## config.mk

```make
export PLATFORM = sky130hd
export DESIGN_NAME = bforge_apb_master_bridge
export DESIGN_NICKNAME = d
export VERILOG_FILES = /design/src/rtl/bforge_apb_master_bridge.sv
export SDC_FILE = /design/constraint.sdc
export NUM_CORES = 1
export LEC_CHECK = 0
export ABC_AREA = 0
export CELL_PAD_IN_SITES_DETAIL_PLACEMENT = 0
export CELL_PAD_IN_SITES_GLOBAL_PLACEMENT = 1
export CORE_ASPECT_RATIO = 1.1
export CORE_MARGIN = 5
export CORE_UTILIZATION = 32
export CTS_CLUSTER_SIZE = 14
export DETAILED_ROUTE_END_ITERATION = 16
export PLACE_DENSITY = 0.93
export SYNTH_ARGS = -nofsm -noshare
export SYNTH_HDL_FRONTEND = slang
export SYNTH_SLANG_ARGS = --single-unit
```

## constraint.sdc

```tcl
create_clock -name pclk -period 3.1 [get_ports pclk]
set_clock_uncertainty 0.15 [all_clocks]
set_input_delay 0.93 -clock pclk [delete_from_list [all_inputs] [get_ports pclk]]
set_output_delay 0.93 -clock pclk [all_outputs]
set_load 0.02 [all_outputs]
```

## src/rtl/bforge_apb_master_bridge.sv

```systemverilog
// bforge_apb_master_bridge: valid/ready request channel to APB4 master transfers,
// with a bounded ACCESS-phase timeout so a hung slave cannot stall the requester.
module bforge_apb_master_bridge #(
  parameter int ADDR_WIDTH     = 32,
  parameter int DATA_WIDTH     = 32,
  parameter int TIMEOUT_CYCLES = 16
) (
  input  logic                    pclk,
  input  logic                    presetn,
  input  logic                    req_valid,
  output logic                    req_ready,
  input  logic [ADDR_WIDTH-1:0]   req_addr,
  input  logic                    req_write,
  input  logic [DATA_WIDTH-1:0]   req_wdata,
  input  logic [DATA_WIDTH/8-1:0] req_strb,
  output logic                    rsp_valid,
  input  logic                    rsp_ready,
  output logic [DATA_WIDTH-1:0]   rsp_rdata,
  output logic                    rsp_slverr,
  output logic                    rsp_timeout,
  output logic                    psel,
  output logic                    penable,
  output logic                    pwrite,
  output logic [ADDR_WIDTH-1:0]   paddr,
  output logic [DATA_WIDTH-1:0]   pwdata,
  output logic [DATA_WIDTH/8-1:0] pstrb,
  input  logic [DATA_WIDTH-1:0]   prdata,
  input  logic                    pready,
  input  logic                    pslverr
);
  localparam int CW = TIMEOUT_CYCLES > 0 ? $clog2(TIMEOUT_CYCLES + 1) : 1;
  localparam logic [CW-1:0] LAST = CW'(TIMEOUT_CYCLES > 0 ? TIMEOUT_CYCLES - 1 : 0);
  typedef enum logic [1:0] {IDLE, SETUP, ACCESS, RESP} state_e;
  state_e                  state_q;
  logic [CW-1:0]           cnt_q;
  logic                    psel_q, penable_q, pwrite_q, rsp_valid_q, rsp_slverr_q, rsp_timeout_q;
  logic [ADDR_WIDTH-1:0]   paddr_q;
  logic [DATA_WIDTH-1:0]   pwdata_q, rsp_rdata_q;
  logic [DATA_WIDTH/8-1:0] pstrb_q;
  assign req_ready   = state_q == IDLE;
  assign psel        = psel_q;
  assign penable     = penable_q;
  assign pwrite      = pwrite_q;
  assign paddr       = paddr_q;
  assign pwdata      = pwdata_q;
  assign pstrb       = pstrb_q;
  assign rsp_valid   = rsp_valid_q;
  assign rsp_rdata   = rsp_rdata_q;
  assign rsp_slverr  = rsp_slverr_q;
  assign rsp_timeout = rsp_timeout_q;
  always_ff @(posedge pclk or negedge presetn) begin
    if (!presetn) begin
      state_q       <= IDLE;
      cnt_q         <= '0;
      psel_q        <= 1'b0;
      penable_q     <= 1'b0;
      pwrite_q      <= 1'b0;
      paddr_q       <= '0;
      pwdata_q      <= '0;
      pstrb_q       <= '0;
      rsp_valid_q   <= 1'b0;
      rsp_rdata_q   <= '0;
      rsp_slverr_q  <= 1'b0;
      rsp_timeout_q <= 1'b0;
    end else begin
      case (state_q)
        IDLE: if (req_valid) begin
          state_q  <= SETUP;
          psel_q   <= 1'b1;
          paddr_q  <= req_addr;
          pwrite_q <= req_write;
          pwdata_q <= req_write ? req_wdata : '0;
          pstrb_q  <= req_write ? req_strb : '0;
        end
        SETUP: begin
          state_q   <= ACCESS;
          penable_q <= 1'b1;
          cnt_q     <= '0;
        end
        ACCESS: begin
          // pready wins over a timeout expiring in the same cycle
          if (pready || (TIMEOUT_CYCLES != 0 && cnt_q == LAST)) begin
            state_q       <= RESP;
            psel_q        <= 1'b0;
            penable_q     <= 1'b0;
            rsp_valid_q   <= 1'b1;
            rsp_rdata_q   <= (pready && !pwrite_q) ? prdata : '0;
            rsp_slverr_q  <= pready ? pslverr : 1'b1;
            rsp_timeout_q <= !pready;
          end else begin
            cnt_q <= cnt_q + 1'b1;
          end
        end
        RESP: if (rsp_ready) begin
          state_q     <= IDLE;
          rsp_valid_q <= 1'b0;
        end
        default: state_q <= IDLE;
      endcase
    end
  end
endmodule

```

== After elaboration in Yosys (flattened, before gate mapping) ==
Index checks and enable logic that the tools add are counted.

* Add/subtract/negate cells: 1
* Eq/ne operators: 8
* Multiplexer cells: 17
* Reduce and logical (&&, ||, !) cells: 15

{| class="wikitable"
|+ Operators with widths
! cell !! count
|-
| $mux 32 || 2
|-
| $pmux 5 s2 || 1
|-
| $reduce_and 3->1 || 3
|-
| $ne 2x2->1 const B || 4
|-
| $pmux 2 s4 || 1
|-
| $reduce_and 2->1 || 4
|-
| $mux 2 || 3
|-
| $pmux 1 s2 || 3
|-
| $reduce_bool 2->1 || 3
|-
| $add 5x1->5 const B || 1
|-
| $eq 5x4->1 const B || 1
|-
| $mux 1 || 5
|-
| $mux 5 || 1
|-
| $eq 2x2->1 const B || 2
|-
| $mux 4 || 1
|-
| $eq 2x1->1 const B || 1
|-
| $logic_not 1->1 || 2
|-
| $logic_not 2->1 || 1
|-
| $logic_and 1x1->1 || 1
|-
| $logic_or 1x1->1 || 1
|}

* Flip-flop bits (word level): 113
* Bits of input ports: 107
* Output and inout port bits: 107
* Word-level logic and storage cells: 53

== Longest topological paths before layout ==
Gate-level depths: netlist (run 1).

* Depth after elaboration: 4
* Gate-level depth with buffers: 8
* Depth with buffers taken out: 6

== Least setup slack after synthesis (run 1) ==
Ideal clock, no wire load.

* Path kind: input to register
* Start point: input port req_valid
* End point: register paddr_q[25], in the netlist paddr[25]
* Library setup time: 125 ps
* Arrival time: 1670 ps
* Data required time: 2825 ps
* Slack: 1156 ps
* Stages on the path: 4
* Path buffers: 2
* Path through: nand2_2 -> buf_2 -> buf_6 -> mux2_2

* Word-level cells in the longest chain between the ends: 1

{| class="wikitable"
|+ RTL lines
! item !! RTL line !! source
|-
| start, declared || 10 || <nowiki>input logic req_valid,</nowiki>
|-
| $reduce_and 2->1 (no source line) || - ||
|-
| end signal, assigned || 70 || <nowiki>paddr_q <= req_addr;</nowiki>
|-
| end, declared || 37 || <nowiki>logic [ADDR_WIDTH-1:0] paddr_q;</nowiki>
|}

Every way passes these cells.
A chain may end at the register's enable or synchronous reset.

== Worst setup path after layout (run 1) ==
* Start point: register state_q[0]
* End point: output port req_ready

* Word-level cells in the longest chain between the ends: 1

{| class="wikitable"
|+ RTL lines
! item !! RTL line !! source
|-
| start, declared || 34 || <nowiki>state_e state_q;</nowiki>
|-
| start signal, assigned || 53 || <nowiki>state_q <= IDLE;</nowiki>
|-
| start signal, assigned || 68 || <nowiki>state_q <= SETUP;</nowiki>
|-
| start signal, assigned || 76 || <nowiki>state_q <= ACCESS;</nowiki>
|-
| $logic_not 2->1 || 40 || <nowiki>assign req_ready = state_q == IDLE;</nowiki>
|-
| end, declared || 11 || <nowiki>output logic req_ready,</nowiki>
|}

Every way passes these cells.

==> flow_summary.json, run 1 <==
{
  "outcome": "finished clean",
  "cp_slowest_cell": "clkdlybuf4s50_1",
  "dp_cells": 806,
  "dr.max_layer_used": "met4",
  "netlist_instances": 423,
  "setup_violations": 0,
  "nNetsFinal": 750,
  "worstSetupStartpointType": "flop",
  "drt_iter0_drc": 158,
  "slew_viol_final": 0,
  "min_path_type": "in2async",
  "antenna_left": 0,
  "setup_tns_ns": 0,
  "critPathMaxFanout": 5,
  "cts_tree": "yes",
  "dp_slack_ns": 0.498,
  "pwr-share-seq_pct": 31.0,
  "post_cts_resized": 0,
  "cts-root-buf": "clkbuf_16",
  "gp_congestion": 0.776,
  "slew_headroom_pct": 67.1,
  "hold_violations": 0,
  "p_int_uw": 5390,
  "worstPathCellList": "inv_1 > ha_1 > clkdlybuf4s50_1",
  "rsz0062_at_grt": "no",
  "clk_pin_slew_ns": 0.05,
  "fill_cells": 1257,
  "drv_cap": 0,
  "power_frac_comb_pct": 44.0,
  "min_period_ns": 2.95,
  "core_mm2": 0.0138,
  "worst_pin_slew_ns": 0.493,
  "cts_buffer_depth": 2,
  "grt.total_usage_pct": 15.6,
  "p_clk_share_pct": 25.0,
  "seq_area_mm2": 0.00283,
  "synth_cell_types": 28,
  "port_buffers": 213,
  "die_w_um": 123,
  "power_density_mw_per_mm2": 1100,
  "wl_met1_mm": 4.72,
  "design.portCount": 214,
  "wl_per_cell_um": 15.1,
  "setup_slack_ns": 0.146,
  "postCtsHoldBufs": 0,
  "cts_buffers": 17,
  "synth_seq_cells": 113,
  "syn_to_final_growth_pct": 66.4,
  "drive_above_1_share_pct": 12.3,
  "overflow": 0,
  "p_leak_uw": 0.00324,
  "yosys_warnings": 0,
  "diodes": 0,
  "rows": 45,
  "instances_no_fill": 838,
  "grt_pass1_wl_mm": 20.2,
  "drtPass1Iterations": 4,
  "syn_avg_cell_area_um2": 10.7,
  "cts_setup_buffers": 0,
  "netlist_area_mm2": 0.00451,
  "worstPathArrival_ns": 1.87,
  "grt_max_degree": 64,
  "start_util_pct": 32.7,
  "dp.final_hpwl_mm": 9.43,
  "syn_nets": 536,
  "num_vias": 3772,
  "cp_top_family": "buffers and inverters",
  "wirelength_mm": 12.6,
  "critPathMaxStageDelay_ns": 0.65,
  "routed_via_density": 4.50,
  "fp.dieH_um": 134,
  "wl_met3_mm": 1.37,
  "fmax_mhz": 339,
  "p_sw_uw": 2900,
  "grt_pass1_vias": 4083,
  "multi_input_area_mm2": 0.00155,
  "worstSetupPathType": "reg2out",
  "route.met2.wl_mm": 6.39,
  "required_ns": 2.02,
  "cts.sink_count": 113,
  "clk_latency_ns": 0.40,
  "antenna_found_initial": 0,
  "die_area_mm2": 0.0166,
  "crit_buf_inv": 2,
  "vdd_drop_max_uv": 602,
  "p_sw_share_pct": 35.0,
  "htreeDepth": 4,
  "endpoint_kind": "output port",
  "finalCritPeriodShare_pct": 95.3,
  "seq_area_frac_synth_pct": 62.7,
  "route.detailed.drc": 0
}
per-layer routing:
| metal | vias to the layer above | GRT usage, % |
|---|---|---|
| met5 | - | 0 |
| met2 | 162 | 26.1 |
| li1 | 1823 | - |
| met3 | 14 | 7.46 |
| met1 | 1773 | 17.1 |
| met4 | 0 | 5.85 |
cells in the mapped netlist:
| master | number | area share (%) |
|---|---|---|
| nor3b_2 | 1 | 0.28 |
| dfrtp_1 | 113 | 63 |
| ha_1 | 6 | 1.7 |
| and3_1 | 1 | 0.14 |
| buf_2 | 15 | 1.7 |
| nor2_1 | 1 | 0.083 |
| o21ai_2 | 1 | 0.19 |
| o2bb2ai_1 | 1 | 0.19 |
| a21oi_1 | 3 | 0.33 |
| nor2b_1 | 4 | 0.56 |
| o21ba_1 | 1 | 0.22 |
| nand2_1 | 139 | 12 |
| buf_6 | 1 | 0.25 |
| o32a_1 | 1 | 0.22 |
| a22o_1 | 1 | 0.19 |
| nand4_1 | 1 | 0.14 |
| o21a_1 | 1 | 0.17 |
| o21ai_0 | 46 | 5.1 |
| nand2_2 | 1 | 0.14 |
| o21ai_1 | 30 | 3.3 |
| inv_1 | 5 | 0.42 |
| mux2i_1 | 2 | 0.44 |
| mux2_2 | 34 | 8.5 |
| buf_4 | 1 | 0.17 |
| nor3_1 | 1 | 0.11 |
| a21bo_2 | 1 | 0.22 |
| clkbuf_1 | 10 | 0.83 |
| a31oi_1 | 1 | 0.14 |
per-stage QoR:
step / hold WS, ns / total power, µW / area, µm² / util, %
3_3_place_gp: 0.304 / 6160 / 6860 / 49.7
4_1_cts: 0.195 / 8420 / 7500 / 54.4
2_1_floorplan: 0.281 / 4380 / 4510 / -
6_report: 0.218 / 8290 / 7500 / 54.4
3_5_place_dp: 0.315 / 6290 / 6860 / 49.7
5_1_grt: 0.209 / 8790 / 7500 / 54.4
logic make-up after synthesis:
| kind of cell | Yosys count | synth area share (%) |
|---|---|---|
| mux | 36 | 8.94 |
| simple gates | 149 | 13.0 |
| flops | 113 | 62.7 |
| buf+inv | 32 | 3.33 |
| compound gates | 87 | 10.3 |
| fa+ha+maj | 6 | 1.67 |
final cells by class:
class / count / area share, %
inverter: 5 / 0.250
clock inverter: 10 / 2.07
tap: 188 / 3.14
clock buffer: 22 / 6.46
sequential: 113 / 37.7
timing repair buffer: 222 / 29.8
multi-input combinational: 278 / 20.6
worst reg2reg max path: cells and delay by family, from the launching register on:
| family | cells | cell delay (ns) |
|---|---|---|
| adders and majority gates | 2 | 0.47 |
| buffers and inverters | 1 | 0.42 |
| DFF | 1 | 0.40 |
| and+or+nand+nor | 2 | 0.32 |
| AOI/OAI and AO/OA | 2 | 0.26 |
final timing paths:
check                           startpoint             to  slack, ns  cells past startpoint
worst max-delay path            state_q[0]      req_ready       0.15                      3
worst min register to register    cnt_q[3]       cnt_q[3]       0.32                      1
min in group pclk                 cnt_q[3]       cnt_q[3]       0.32                      1
worst min-delay path               presetn  rsp_rdata[25]       0.22                      1
worst max register to register    cnt_q[0]  rsp_rdata[30]       0.99                      7
max in group asynchronous          presetn       paddr[6]       1.85                      2
state kept, by name, summed over array words and instances, names as in the netlist:
name         cells
cnt_q            5
rsp_valid        1
rsp_slverr       1
pstrb            4
psel             1
penable          1
pwrite           1
pwdata          32
state_q          2
paddr           32
rsp_rdata       32
rsp_timeout      1
power by group through the flow:
stage                     Sequential (µW)  Clock, µW  Combinational [µW]
after floorplan                      3380          0                1000
after global placement               2560          0                3610
after detailed placement             2590          0                3690
after CTS                            2580       2130                3700
after global routing                 2680       2180                3920
final                                2570       2070                3650
layout by cell type, fill, tap and decap left out, types with 2 or more instances in the layout:
cell type | synthesis | final
mux2i_1 | 2 | 2
mux2_2 | 34 | 34
o21ai_0 | 46 | 46
ha_1 | 6 | 6
o21ai_1 | 30 | 30
buf_12 | 0 | 3
nand2_1 | 139 | 139
clkbuf_16 | 0 | 17
inv_1 | 5 | 5
bufinv_16 | 0 | 4
a21oi_1 | 3 | 3
clkinv_2 | 0 | 4
nor2b_1 | 4 | 3
clkdlybuf4s50_1 | 0 | 212
buf_4 | 1 | 7
clkinvlp_4 | 0 | 2
dfrtp_1 | 113 | 113
clkbuf_8 | 0 | 4
(Power assumes the default switching activity.)
==> run 2: changes to the inputs <==
--- a/config.mk
+++ b/config.mk
@@ -9,10 +9,11 @@
 export CELL_PAD_IN_SITES_DETAIL_PLACEMENT = 0
 export CELL_PAD_IN_SITES_GLOBAL_PLACEMENT = 1
 export CORE_ASPECT_RATIO = 1.1
-export CORE_MARGIN = 5
+export CORE_MARGIN = 2
 export CORE_UTILIZATION = 32
 export CTS_CLUSTER_SIZE = 14
 export DETAILED_ROUTE_END_ITERATION = 16
+export GPL_TIMING_DRIVEN = 0
 export PLACE_DENSITY = 0.93
 export SYNTH_ARGS = -nofsm -noshare
 export SYNTH_HDL_FRONTEND = slang
==> flow_summary.json, run 2 (same netlist as run 1, synthesis figures left out) <==
{
  "outcome": "finished clean",
  "drtPass1Iterations": 4,
  "die_area_mm2": 0.0151,
  "cts-root-buf": "clkbuf_16",
  "rows": 45,
  "required_ns": 2.02,
  "gp_congestion": 0.732,
  "cts.sink_count": 113,
  "fp.dieH_um": 128,
  "cts_buffer_depth": 2,
  "drive_above_1_share_pct": 13.2,
  "worstPathCellList": "inv_1 > ha_1 > clkdlybuf4s50_1",
  "finalCritPeriodShare_pct": 92.7,
  "fill_cells": 1234,
  "power_density_mw_per_mm2": 1080,
  "clk_pin_slew_ns": 0.05,
  "hold_violations": 0,
  "instances_no_fill": 856,
  "top_usage_layer": "met2",
  "cts_setup_buffers": 0,
  "grt_use_met3_pct": 5.79,
  "critPathMaxFanout": 5,
  "worst_pin_slew_ns": 0.817,
  "design.portCount": 214,
  "htreeDepth": 4,
  "clk_latency_ns": 0.40,
  "critPathMaxStageDelay_ns": 0.63,
  "layout_common_cells": "211 x clkdlybuf4s50_1, 139 x nand2_1, 113 x dfrtp_1",
  "route.detailed.drc": 0,
  "setup_tns_ns": 0,
  "slew_headroom_pct": 45.5,
  "final_common_cell": "clkdlybuf4s50_1",
  "diodes": 0,
  "endpoint_kind": "output port",
  "cts_tree": "yes",
  "fmax_mhz": 348,
  "drt_iter0_drc": 237,
  "grt_util_met2_pct": 28.3,
  "antenna_found_initial": 0,
  "vdd_drop_max_uv": 600,
  "dp.final_hpwl_mm": 9.71,
  "cp_slowest_cell": "clkdlybuf4s50_1",
  "overflow": 0,
  "antenna_left": 0,
  "wirelength_mm": 12.7,
  "slew_viol_final": 0,
  "dp_cells": 824,
  "syn_to_final_growth_pct": 65.7,
  "setup_violations": 0,
  "worstSetupPathType": "reg2out",
  "post_cts_resized": 0,
  "routed_via_density": 4.57,
  "min_period_ns": 2.87,
  "worstPathArrival_ns": 1.79,
  "postCtsHoldBufs": 0,
  "grt_max_degree": 63,
  "num_vias": 3916,
  "die_w_um": 117,
  "port_buffers": 212,
  "grt_pass1_vias": 4053,
  "cts_buffers": 17,
  "start_util_pct": 32.7,
  "core_mm2": 0.0138,
  "dp_slack_ns": 0.326,
  "wl_per_cell_um": 14.8,
  "rsz0062_at_grt": "no",
  "setup_slack_ns": 0.227,
  "grt_util_met1_pct": 20.1,
  "p_leak_uw": 0.00322,
  "grt.total_usage_pct": 17.2,
  "nNetsFinal": 768,
  "utilization_pct": 54.1,
  "drv_cap": 0,
  "min_path_type": "reg2reg",
  "grt_pass1_wl_mm": 19.8,
  "worstSetupStartpointType": "flop"
}
run 2: cell types whose count changed in the layout (fill, tap and decap cells not counted), sizes merged:
cell           change
clkdlybuf4s50      -1
buf                +9
clkinvlp           +2
clkbuf            +11
bufinv             -3
run 2: worst max-delay path, delay by kind of cell (launching register included):
| family | cells | cell delay [ns] |
|---|---|---|
| fa+ha+maj | 1 | 0.25 |
| buf+inv | 2 | 0.73 |
| flops | 1 | 0.41 |
run 2: layout make-up:
class | instances | area, µm² | share of cell area (%)
sequential | 113 | 2830 | 37.9
timing repair buffer | 213 | 2150 | 28.7
multi-input combinational | 278 | 1530 | 20.5
clock buffer | 23 | 498 | 6.67
tap | 188 | 235 | 3.15
buffer | 27 | 131 | 1.76
clock inverter | 9 | 80.1 | 1.07
inverter | 5 | 18.8 | 0.251
run 2: worst paths after layout:
kind	startpoint	endpoint	slack, ns	cells after the start
max	state_q[0]	req_ready	0.23	3
min	rsp_timeout	rsp_timeout	0.33	2
max reg2reg	cnt_q[0]	rsp_rdata[25]	0.89	8
min reg2reg	rsp_timeout	rsp_timeout	0.33	2
max in group asynchronous	presetn	pstrb[1]	1.60	2
min in group asynchronous	presetn	rsp_rdata[12]	0.46	1
run 2: through the flow:
stage	area (µm²)	total power (µW)	hold WS, ns
final	7470	8070	0.326
after global routing	7470	8580	0.344
after CTS	7470	8180	0.329
after detailed placement	6890	6290	0.321
after global placement	6870	6160	0.304
after floorplan	4510	4380	0.281
run 2: report_power, final:
group / switching [µW] / leakage [µW] / internal [µW]
Clock: 639 / 0.000277 / 1200
Sequential: 381 / 0.00144 / 2180
Combinational: 1880 / 0.00150 / 1790
Total: 2900 / 0.00322 / 5170
run 2: per-layer routing:
| layer | vias up | share of wire (%) |
|---|---|---|
| met4 | 0 | 2.4 |
| li1 | 1867 | - |
| met1 | 1875 | 40 |
| met3 | 22 | 7.5 |
| met5 | - | 0 |
| met2 | 152 | 50 |
==> run 3: changes to the inputs <==
--- a/config.mk
+++ b/config.mk
@@ -15,6 +15,7 @@
 export DETAILED_ROUTE_END_ITERATION = 16
 export GPL_TIMING_DRIVEN = 0
 export PLACE_DENSITY = 0.93
+export SLEW_MARGIN = 20
 export SYNTH_ARGS = -nofsm -noshare
 export SYNTH_HDL_FRONTEND = slang
 export SYNTH_SLANG_ARGS = --single-unit
==> flow_summary.json, run 3 (same netlist as run 1, synthesis figures left out) <==
{
  "outcome": "finished clean",
  "diodes": 0,
  "fill_cells": 1231,
  "r2r_start": "cnt_q[0]",
  "crit_buf_inv": 2,
  "antenna_found_initial": 0,
  "required_ns": 2.02,
  "instances_no_fill": 856,
  "clk_latency_ns": 0.41,
  "drt_iter0_drc": 251,
  "cts_tree": "yes",
  "antenna_left": 0,
  "critPathMaxFanout": 5,
  "fp.dieH_um": 128,
  "grt_pass1_wl_mm": 20.1,
  "min_path_type": "reg2reg",
  "final_common_cell": "clkdlybuf4s50_1",
  "p_total_uw": 8140,
  "grt_pass1_vias": 4050,
  "seq_area_mm2": 0.00283,
  "worstPathCellList": "inv_1 > ha_1 > clkdlybuf4s50_1",
  "core_mm2": 0.0138,
  "dp_cells": 824,
  "die_area_mm2": 0.0151,
  "grt.total_usage_pct": 17.5,
  "min_to": "cnt_q[3]",
  "worstSetupStartpointType": "flop",
  "cts_buffers": 17,
  "p_leak_uw": 0.00323,
  "timing.rr.end": "rsp_rdata[25]",
  "hp-start": "cnt_q[3]",
  "clk_pin_slew_ns": 0.05,
  "wirelength_mm": 12.8,
  "fmax_mhz": 347,
  "drtPass1Iterations": 4,
  "layout_common_cells": "211 x clkdlybuf4s50_1, 139 x nand2_1, 113 x dfrtp_1",
  "setup_violations": 0,
  "min_period_ns": 2.88,
  "rows": 45,
  "cts-root-buf": "clkbuf_16",
  "drv_cap": 0,
  "syn_to_final_growth_pct": 66.2,
  "ff2ff_path_depth": 8,
  "die_w_um": 117,
  "rsz0062_at_grt": "no",
  "cts.sink_count": 113,
  "critPathMaxStageDelay_ns": 0.63,
  "gp_congestion": 0.732,
  "hold_violations": 0,
  "overflow": 0,
  "cp_top_family": "buffers and inverters",
  "slew_headroom_pct": 60.7,
  "cts_setup_buffers": 0,
  "finalCritPeriodShare_pct": 92.8,
  "rrSetupSlack_ns": 0.89,
  "grt_max_degree": 63,
  "worst_pin_slew_ns": 0.590,
  "dp.final_hpwl_mm": 9.72,
  "cp_slowest_cell": "clkdlybuf4s50_1",
  "port_buffers": 212,
  "hold_depth": 1,
  "slew_viol_final": 0,
  "power_density_mw_per_mm2": 1090,
  "postCtsHoldBufs": 0,
  "multi_input_area_mm2": 0.00153,
  "start_util_pct": 32.7,
  "cts_buffer_depth": 2,
  "drive_above_1_share_pct": 13.3,
  "design.portCount": 214,
  "route.detailed.drc": 0,
  "nNetsFinal": 768,
  "routed_via_density": 4.58,
  "htreeDepth": 4,
  "vdd_drop_max_uv": 545,
  "post_cts_resized": 0,
  "num_vias": 3924,
  "wl_per_cell_um": 14.9,
  "worstSetupPathType": "reg2out",
  "worstPathArrival_ns": 1.80,
  "endpoint_kind": "output port"
}
## run 3: layout make-up
type                       count  area share, %
sequential                   113           37.7
inverter                       5          0.251
timing repair buffer         213           28.7
clock inverter                 8           1.00
buffer                        27           1.75
tap                          188           3.14
multi-input combinational    278           20.4
clock buffer                  24           6.97
## run 3: how the worst max path moves through the flow
stage / from / to / slack [ns] / cells past startpoint
2_1_floorplan: req_valid / paddr[25] / 1.16 / 4
3_3_place_gp: presetn / pwdata[2] / -3.27 / 1
3_5_place_dp: req_valid / paddr[25] / 0.33 / 5
4_1_cts: state_q[0] / req_ready / 0.20 / 3
5_1_grt: state_q[1] / req_ready / 0.13 / 3
6_report: state_q[0] / req_ready / 0.22 / 3
## run 3: power by group
group / total, µW / internal [µW] / switching, µW
registers: 2570 / 2180 / 387
logic: 3670 / 1790 / 1880
clock network: 1900 / 1250 / 654
total: 8140 / 5210 / 2920
## run 3: per-stage QoR
step	setup TNS, ns	area, µm²	setup slack [ns]	hold slack, ns	util, %
floorplan	0	4510	1.16	0.281	-
global placement	-369.15	6870	-3.27	0.304	49.8
detailed placement	0	6890	0.332	0.321	50.0
CTS	0	7490	0.200	0.329	54.3
global route	0	7490	0.128	0.347	54.3
finish	0	7490	0.222	0.325	54.3
## run 3: layer usage
metal / part of all wire, % / vias to the layer above / track usage (%)
met2: 49 / 154 / 28.9
met5: 0 / - / 0
met3: 7.5 / 24 / 6.50
met1: 41 / 1882 / 20.0
li1: - / 1864 / -
met4: 2.3 / 0 / 7.96
